<file path="src/rtl/booth_pkg.sv">
// Shared types and constants for the radix-4 Booth multiply sequencer.
package booth_pkg;

  localparam int WIDTH_DEF = 32;
  localparam int PAIRS     = WIDTH_DEF / 2;

  typedef enum logic [1:0] {S_IDLE, S_RUN, S_DONE} state_t;

  typedef logic [2:0] booth_sel_t;

  // Booth window codes {q[2i+1], q[2i], q[2i-1]}
  localparam booth_sel_t SEL_Z0  = 3'b000;
  localparam booth_sel_t SEL_P1A = 3'b001;
  localparam booth_sel_t SEL_P1B = 3'b010;
  localparam booth_sel_t SEL_P2  = 3'b011;
  localparam booth_sel_t SEL_N2  = 3'b100;
  localparam booth_sel_t SEL_N1A = 3'b101;
  localparam booth_sel_t SEL_N1B = 3'b110;
  localparam booth_sel_t SEL_Z1  = 3'b111;

endpackage

</file>
<file path="src/rtl/booth_mul_seq_pp_sel.sv">
// Combinational Booth partial-product selector: (sel, M) -> signed 2*WIDTH term.
module booth_pp_sel
  import booth_pkg::*;
#(
  parameter int WIDTH = WIDTH_DEF
) (
  input  logic [2:0]         sel_i,
  input  logic [WIDTH-1:0]   m_i,
  output logic [2*WIDTH-1:0] pp_o
);

  logic [2*WIDTH-1:0] mx_s;

  assign mx_s = {{WIDTH{m_i[WIDTH-1]}}, m_i};

  // Negations wrap mod 2^(2*WIDTH), which keeps -2M exact for the most-negative M.
  always_comb begin
    pp_o = {(2*WIDTH){1'b0}};
    case (sel_i)
      SEL_Z0, SEL_Z1:   pp_o = {(2*WIDTH){1'b0}};
      SEL_P1A, SEL_P1B: pp_o = mx_s;
      SEL_P2:           pp_o = mx_s << 1;
      SEL_N2:           pp_o = -(mx_s << 1);
      SEL_N1A, SEL_N1B: pp_o = -mx_s;
      default:          pp_o = {(2*WIDTH){1'b0}};
    endcase
  end

endmodule

</file>
<file path="src/rtl/booth_mul_seq.sv">
// Sequential radix-4 Booth multiplier, one bit-pair per clock.
// Optional BOOTH_EARLY_TERM_EN: finish as soon as the remaining multiplier bits are all-0/all-1.
module booth_mul_seq
  import booth_pkg::*;
#(
  parameter int WIDTH = WIDTH_DEF
) (
  input  logic             clk,
  input  logic             clr_n,
  input  logic             start_i,
  input  logic [WIDTH-1:0] m_i,
  input  logic [WIDTH-1:0] q_i,
  output logic             ready_o,
  output logic             busy_o,
  output logic             done_o,
  output logic [WIDTH-1:0] hi_o,
  output logic [WIDTH-1:0] lo_o
);

  localparam int NPAIRS = WIDTH / 2;
  localparam int CNT_W  = (NPAIRS > 1) ? $clog2(NPAIRS) : 1;
  localparam int PW     = 2 * WIDTH;

  state_t             state_q, state_d;
  logic [CNT_W-1:0]   cnt_q, cnt_d;
  logic [WIDTH-1:0]   m_q, m_d;
  logic [WIDTH:0]     qx_q, qx_d;
  logic [PW-1:0]      acc_q, acc_d;
  logic [WIDTH-1:0]   hi_q, hi_d, lo_q, lo_d;
  logic               ready_q, ready_d, busy_q, busy_d, done_q, done_d;

  logic [CNT_W:0]     sh_s;
  booth_sel_t         sel_s;
  logic [PW-1:0]      pp_s, sum_s;
  logic               last_s, early_s;

  assign sh_s   = {cnt_q, 1'b0};
  assign sel_s  = qx_q[sh_s +: 3];
  assign sum_s  = acc_q + (pp_s << sh_s);
  assign last_s = (cnt_q == CNT_W'(NPAIRS - 1));

  booth_pp_sel #(.WIDTH(WIDTH)) u_pp_sel (
    .sel_i (sel_s),
    .m_i   (m_q),
    .pp_o  (pp_s)
  );

`ifdef BOOTH_EARLY_TERM_EN
  // Arithmetic shift exposes qx[WIDTH:2*cnt]; uniform bits mean every remaining window selects 0.
  logic signed [WIDTH:0] qrem_s;
  assign qrem_s  = $signed(qx_q) >>> sh_s;
  assign early_s = (qrem_s == {(WIDTH+1){1'b0}}) || (qrem_s == {(WIDTH+1){1'b1}});
`else
  assign early_s = 1'b0;
`endif

  // State and datapath registers.
  always_ff @(posedge clk) begin
    if (!clr_n) begin
      state_q <= S_IDLE;
      cnt_q   <= {CNT_W{1'b0}};
      m_q     <= {WIDTH{1'b0}};
      qx_q    <= {(WIDTH+1){1'b0}};
      acc_q   <= {PW{1'b0}};
      hi_q    <= {WIDTH{1'b0}};
      lo_q    <= {WIDTH{1'b0}};
      ready_q <= 1'b1;
      busy_q  <= 1'b0;
      done_q  <= 1'b0;
    end else begin
      state_q <= state_d;
      cnt_q   <= cnt_d;
      m_q     <= m_d;
      qx_q    <= qx_d;
      acc_q   <= acc_d;
      hi_q    <= hi_d;
      lo_q    <= lo_d;
      ready_q <= ready_d;
      busy_q  <= busy_d;
      done_q  <= done_d;
    end
  end

  // Next-state logic.
  always_comb begin
    state_d = state_q;
    case (state_q)
      S_IDLE:  if (start_i) state_d = S_RUN; else state_d = S_IDLE;
      S_RUN:   if (early_s || last_s) state_d = S_DONE; else state_d = S_RUN;
      S_DONE:  state_d = S_IDLE;
      default: state_d = S_IDLE;
    endcase
  end

  // Datapath next values; HI/LO load on the edge entering DONE so they are valid with done_o.
  always_comb begin
    cnt_d = cnt_q;
    m_d   = m_q;
    qx_d  = qx_q;
    acc_d = acc_q;
    hi_d  = hi_q;
    lo_d  = lo_q;
    case (state_q)
      S_IDLE: begin
        if (start_i) begin
          m_d   = m_i;
          qx_d  = {q_i, 1'b0};
          acc_d = {PW{1'b0}};
          cnt_d = {CNT_W{1'b0}};
        end else begin
          m_d   = m_q;
        end
      end
      S_RUN: begin
        if (early_s) begin
          {hi_d, lo_d} = acc_q;
        end else begin
          acc_d = sum_s;
          cnt_d = cnt_q + {{(CNT_W-1){1'b0}}, 1'b1};
          if (last_s) begin
            {hi_d, lo_d} = sum_s;
          end else begin
            hi_d = hi_q;
          end
        end
      end
      S_DONE:  cnt_d = cnt_q;
      default: cnt_d = cnt_q;
    endcase
  end

  // Handshake outputs, registered from the next state.
  always_comb begin
    ready_d = (state_d == S_IDLE);
    busy_d  = (state_d != S_IDLE);
    done_d  = (state_d == S_DONE);
  end

  assign ready_o = ready_q;
  assign busy_o  = busy_q;
  assign done_o  = done_q;
  assign hi_o    = hi_q;
  assign lo_o    = lo_q;

endmodule

</file>
<file path="config.mk">
export PLATFORM = sky130hd
export DESIGN_NAME = booth_mul_seq
export DESIGN_NICKNAME = d
export VERILOG_FILES = /design/src/rtl/booth_pkg.sv /design/src/rtl/booth_mul_seq_pp_sel.sv /design/src/rtl/booth_mul_seq.sv
export SDC_FILE = /design/constraint.sdc
export NUM_CORES = 1
export LEC_CHECK = 0
export BUFFER_PORTS_ARGS = -buffer_cell sky130_fd_sc_hd__buf_2
export CORE_MARGIN = 1
export CORE_UTILIZATION = 35
export DETAILED_ROUTE_END_ITERATION = 10
export PLACE_DENSITY = 0.61
export SYNTH_ARGS = -nofsm -noshare
export SYNTH_HDL_FRONTEND = slang
export SYNTH_SLANG_ARGS = --single-unit
</file>
<file path="constraint.sdc">
create_clock -name clk -period 11.3 [get_ports clk]
set_input_delay 1.13 -clock clk [delete_from_list [all_inputs] [get_ports clk]]
set_output_delay 1.13 -clock clk [all_outputs]
set_load 0.05 [all_outputs]
</file>
# Word-level counts from Yosys, hierarchy flattened
# Index checks and enable logic that the tools add are counted.
[totals]
regBits = 201
inputBits = 67
out_inout_bits = 67
wordCells = 46
[op_classes]
add_sub_neg = 4
n_eq_ne = 11
shifts = 2
mux = 8
n_reduce_logical = 11
[ops]
columns = ["operator", "n"]
rows = [
  ["64-bit case mux with 5 select lines", 1],
  ["64-bit negator", 2],
  ["64-bit case mux with 2 select lines", 1],
  ["64-bit adder", 1],
  ["64-bit two-way mux", 1],
  ["64-bit by 5-bit left shift with 64-bit output", 1],
  ["33-bit by 6-bit variable part select with 3-bit output", 1],
  ["3-bit equality test (second input constant)", 4],
  ["4-bit case mux with 2 select lines", 1],
  ["3-bit by 2-bit equality test with 1-bit output (second input constant)", 2],
  ["2-bit AND reduction", 3],
  ["2-bit OR reduction", 3],
  ["4-bit by 1-bit adder with 4-bit output (second input constant)", 1],
  ["4-bit equality test (second input constant)", 1],
  ["2-bit zero test", 2],
  ["4-bit two-way mux", 1],
  ["2-bit case mux with 2 select lines", 1],
  ["2-bit nonzero test", 2],
  ["3-bit by 1-bit equality test with 1-bit output (second input constant)", 1],
  ["3-bit zero test", 1],
  ["2-bit by 1-bit equality test with 1-bit output (second input constant)", 1],
  ["2-bit equality test (second input constant)", 1],
  ["2-bit two-way mux", 1],
  ["2-bit inequality test (second input constant)", 1],
  ["1-bit two-way mux", 1],
]

# Logic depth before layout (Yosys ltp)
[logic_depth]
ltp_word = 7
mapped_depth = 27

# Cells and area by module
# From an unflattened synthesis, not the netlist that was laid out.
[unflattened]
cells_unflattened = 2154
hier_area_um2 = 16171.8
[by_module_without_submodules]
columns = ["mod", "instances", "cells_per_inst", "area_each_um2"]
rows = [
  ["booth_mul_seq", 1, 1795, 13812.0],
  ["booth_pp_sel", 1, 359, 2359.8],
]

# Least setup slack after synthesis
# Ideal clock, no wire load.
[synth_path]
path_kind = "flip-flop to flip-flop"
start = "register cnt_q[0]"
end = "register acc_q[57]"
setup_time_ns = 0.123
arrival_time_ns = 5.955
path_slack_ns = 5.222
path_stages_with_launch = 25
cell_sequence = "dfxtp_1 buf_6 mux4_2 mux4_2 a31o_1 or3_1 buf_2 buf_6 o21ai_0 a221oi_1 a21boi_0 nor2_1 a311oi_1 a22o_1 ha_1 a21oi_1 o2111ai_1 a2111oi_0 o221ai_1 a311oi_1 a31oi_1 a31o_2 mux2i_1 a221oi_1 nor2b_1"
[synth_via]
elab_chain_cells = 7
[synth_rtl]
columns = ["item", "line", "source"]
rows = [
  ["from (decl)", "booth_mul_seq.sv:25", "logic [CNT_W-1:0] cnt_q, cnt_d;"],
  ["from (signal assigned)", "booth_mul_seq.sv:61", "cnt_q <= {CNT_W{1'b0}};"],
  ["from (signal assigned)", "booth_mul_seq.sv:72", "cnt_q <= cnt_d;"],
  ["33-bit by 6-bit variable part select with 3-bit output", "booth_mul_seq.sv:38", "assign sel_s = qx_q[sh_s +: 3];"],
  ["3-bit equality test, or another cell as far along", "booth_mul_seq_pp_sel.sv:19", "case (sel_i)"],
  ["2-bit OR reduction", "booth_mul_seq_pp_sel.sv:19", ""],
  ["64-bit case mux with 5 select lines", "booth_mul_seq_pp_sel.sv:19", ""],
  ["64-bit by 5-bit left shift with 64-bit output (*)", "booth_mul_seq.sv:39", "assign sum_s = acc_q + (pp_s << sh_s);"],
  ["64-bit adder (*)", "booth_mul_seq.sv:39", ""],
  ["64-bit case mux with 2 select lines (*)", "booth_mul_seq.sv:103", "case (state_q)"],
  ["to (signal assigned)", "booth_mul_seq.sv:64", "acc_q <= {PW{1'b0}};"],
  ["to (decl)", "booth_mul_seq.sv:28", "logic [PW-1:0] acc_q, acc_d;"],
]
# Mark *: on every way between the ends. The rest lies on a longest branch, timed or not.
# A chain may end at the register's enable or synchronous reset.

# Worst setup path in the final report
# Same ends and word-level chain as after synthesis.

==> metrics.md <==
| Metric | Value |
|---|---|
| Crit start category | `flop` |
| Synthesized Nets | `2185` |
| # hold bufs at CTS | `0` |
| Setup repair bufs after CTS | `0` |
| Commonest cells after routing, fill and taps aside | `319 x nand2_1, 200 x dfxtp_1, 132 x buf_2` |
| Crit path kind | `flop to flop` |
| Final RePlAce weighted congestion | `approximately 0.96` |
| Largest net degree at the start of global routing | `roughly 110` |
| Clock sink count | `201` |
| Grt ovf | `0` |
| Later-pin clock latency in the skew report | `roughly 550 ps` |
| Synthesis-to-layout area growth | `11.16%` |
| Lkg Pwr | `6.922 nW` |
| First-pass GRT wire length | `slightly above 80 mm` |
| Period utilization | `0.7580` |
| Detailed Place HPWL | `between 30 and 40 mm` |
| PwrDens | `about 120 nW/um^2` |
| Seq cells post-synth | `~200` |
| Fin. max-slew vios | `0` |
| Crit path DAT | `8990 ps` |
| Hold Slack | `about 450 ps` |
| Synthesized cell area | `15450 sq um` |
| Worst slew pin tran | `about 1100 ps` |
| Setup-failing EPs final | `0` |
| Setup slack, reg-to-reg | `2730 ps` |
| Die footprint | `45000 sq um` |
| Synth warnings | `0` |
| Final min period | `between 8000 and 9000 ps` |
| Max clock buf depth | `3` |
| Clock slew at reported path FFs | `~60 ps` |
| Power Internal | `between 1 and 1.5 mW` |
| Chip height | `between 200 and 250 um` |
| Initial antenna violation count | `0` |
| # H-tree levels | `1` |
| Total net switching power | `between 0.7 and 0.8 mW` |
| Total of max-cap violations | `0` |
| Dominant synthesized flop cell | `dfxtp_1` |
| Initial cell density of the core | `0.3572` |
| Detailed Route Iter0 Violations | `1442` |
| Most common cell after layout, fill and taps aside | `nand2_1` |
| Status | `completed` |
| Switch share | `0.3382` |
| CP max FO | `21` |
| Synthesized area per cell | `7.535 sq um` |
| Post-DRT Antenna Nets | `0` |
| Layout cells sized above 1 | `0.1181` |
| DR pass1 iterations | `6` |
| Power Total | `between 2 and 2.5 mW` |
| Combinational share of power | `0.263` |
| Setup crit end kind | `flop` |
| Antenna diodes | `0` |
| DR vias | `about 16000` |
| Worst clock skew | `between 15 and 20 ps` |
| Sequential share of the synthesized area | `0.2604` |
| # rows | `76` |
| Peak supply drop | `approximately 0.000095 V` |
| CTS tree | `yes` |
| Post-synth ARST share | `0` |
| Die width | `about 210 um` |
| I/O pins | `between 100 and 150` |
| Max_slew headroom | `0.2440` |
| I/O Buffers | `133` |
| CTS resizes | `0` |
| Hold Fails Final Rpt | `0` |
| Total CTS buffers | `24` |
| RSZ-0062 raised after global routing | `no` |
| GRT Util Overall | `0.2273` |
| Clock power share | `0.370` |
| Critical path required time | `around 12000 ps` |
| CTS Root Cell | `clkbuf_16` |
| DR vias/cell | `approximately 5.9` |
| Hold crit path type | `flop to flop` |
| Sequential power share | `0.367` |
| Fmax | `between 100 and 150 MHz` |
| Synth unique cells | `79` |
| Drt drc | `0` |
| Post-Synthesis Cells | `a little over 2000` |
| Number of global-route vias before repair | `between 10000 and 15000` |
| EDFF count, synth | `0` |
| Core footprint | `roughly 43000 sq um` |
| Layout Nets | `2203` |
| TNS Setup | `0 ps` |
| Routed WL | `just over 50 mm` |
| WL/cell | `slightly below 20 um` |
## area by class of cell
class / count / area, sq um
clock inverters: 6 / 63.81
clock buffers: 34 / 709.4
fillers: 4538 / 26090
multi-input cells: 1644 / 10660
inverters: 46 / 172.7
well taps: 585 / 732.0
flip-flops and latches: 201 / 4025
repair buffers: 152 / 810.8
## kinds of logic after synthesis
| logic type | synth area share |
|---|---|
| compound gates | 0.2916 |
| xor+xnor | 0.04534 |
| fa+ha+maj | 0.05473 |
| buf+inv | 0.05222 |
| flops | 0.2604 |
| mux | 0.06048 |
| simple gates | 0.2352 |
## through the flow
| stage | cell area [sq um] | cells | util | worst slack, ps |
|---|---|---|---|---|
| CTS | 17180 | 2668 | 0.3970 | 2954 |
| finish | 17180 | 2668 | 0.3970 | 2735 |
| global placement | 16400 | 2628 | 0.3792 | 3251 |
| detailed placement | 16400 | 2628 | 0.3792 | 2975 |
| global route | 17180 | 2668 | 0.3970 | 2254 |
| floorplan | 15450 | 2051 | - | 5222 |
## power groups by stage
stage | sequential, mW | clock [mW] | combinational (mW)
floorplan | 0.765 | 0 | 0.394
finish | 0.765 | 0.772 | 0.549
CTS | 0.765 | 0.792 | 0.541
global route | 0.768 | 0.821 | 0.595
global placement | 0.780 | 0 | 0.535
detailed placement | 0.780 | 0 | 0.538
## flip-flops by register name, summed over array words and instances (netlist names), 2 cells and up
signal and cells:
cnt_q 4, state_q 2, hi_o 32, acc_q 64, m_q 32, qx_q 32, lo_o 32
## critical path, stage by stage, from the launching register on
cell	delay [ps]
dfxtp_1	650
mux4_2	590
mux4_2	700
a31o_1	490
nor3_2	820
buf_4	320
a21o_1	130
a211oi_1	100
a21o_1	250
a22o_1	240
a311oi_1	410
a22o_1	250
ha_1	320
a21oi_1	330
o2111ai_1	200
a2111oi_0	530
o221ai_1	310
a311oi_1	630
a31oi_1	360
a31o_2	340
mux2i_1	130
a221oi_1	260
nor2b_1	70
## worst paths after layout
kind / start / endpoint / cells after the start
worst max-delay path: cnt_q[0]$_SDFFE_PN0P_ / acc_q[57]$_SDFFE_PN0P_ / 22
worst min-delay path: hi_o[21]$_SDFFE_PN0P_ / hi_o[21]$_SDFFE_PN0P_ / 2
worst max register to register: cnt_q[0]$_SDFFE_PN0P_ / acc_q[57]$_SDFFE_PN0P_ / 22
worst min register to register: hi_o[21]$_SDFFE_PN0P_ / hi_o[21]$_SDFFE_PN0P_ / 2
## Yosys cell counts (all sizes together), types with 6 or more instances
library cell | instances | area (sq um)
a211oi | 17 | 127.6
a21boi | 119 | 893.4
a21o | 42 | 315.3
a21oi | 130 | 650.6
a221o | 15 | 150.1
a221oi | 10 | 87.58
a22oi | 50 | 375.4
a31o | 9 | 78.83
a31oi | 13 | 81.33
and2 | 16 | 100.1
and3 | 12 | 75.07
buf | 33 | 157.6
clkbuf | 127 | 476.7
dfxtp | 201 | 4024
ha | 66 | 825.8
inv | 46 | 172.7
mux2 | 15 | 168.9
mux2i | 54 | 540.5
mux4 | 10 | 225.2
nand2 | 321 | 1205
nand2b | 14 | 87.58
nand3 | 86 | 430.4
nand4 | 28 | 175.2
nor2 | 110 | 412.9
nor2b | 53 | 331.6
nor3 | 48 | 245.2
nor4 | 23 | 150.1
nor4b | 6 | 52.55
o2111ai | 8 | 70.07
o211a | 11 | 110.1
o211ai | 21 | 157.7
o21a | 12 | 90.09
o21ai | 99 | 495.5
o21bai | 16 | 120.1
o221ai | 8 | 70.07
o22a | 8 | 70.07
o22ai | 15 | 100.1
or3 | 7 | 43.79
or4 | 12 | 90.09
xnor2 | 55 | 481.7
xor2 | 25 | 219.0
## metal layers
metal	vias up	track usage	wire length [um]
met3	100	0.02600	3133
met4	0	0.07171	1480
met1	7443	0.3138	23950
met5	-	0	0
li1	7528	-	-
met2	576	0.3674	23430
(Power assumes the default switching activity.)
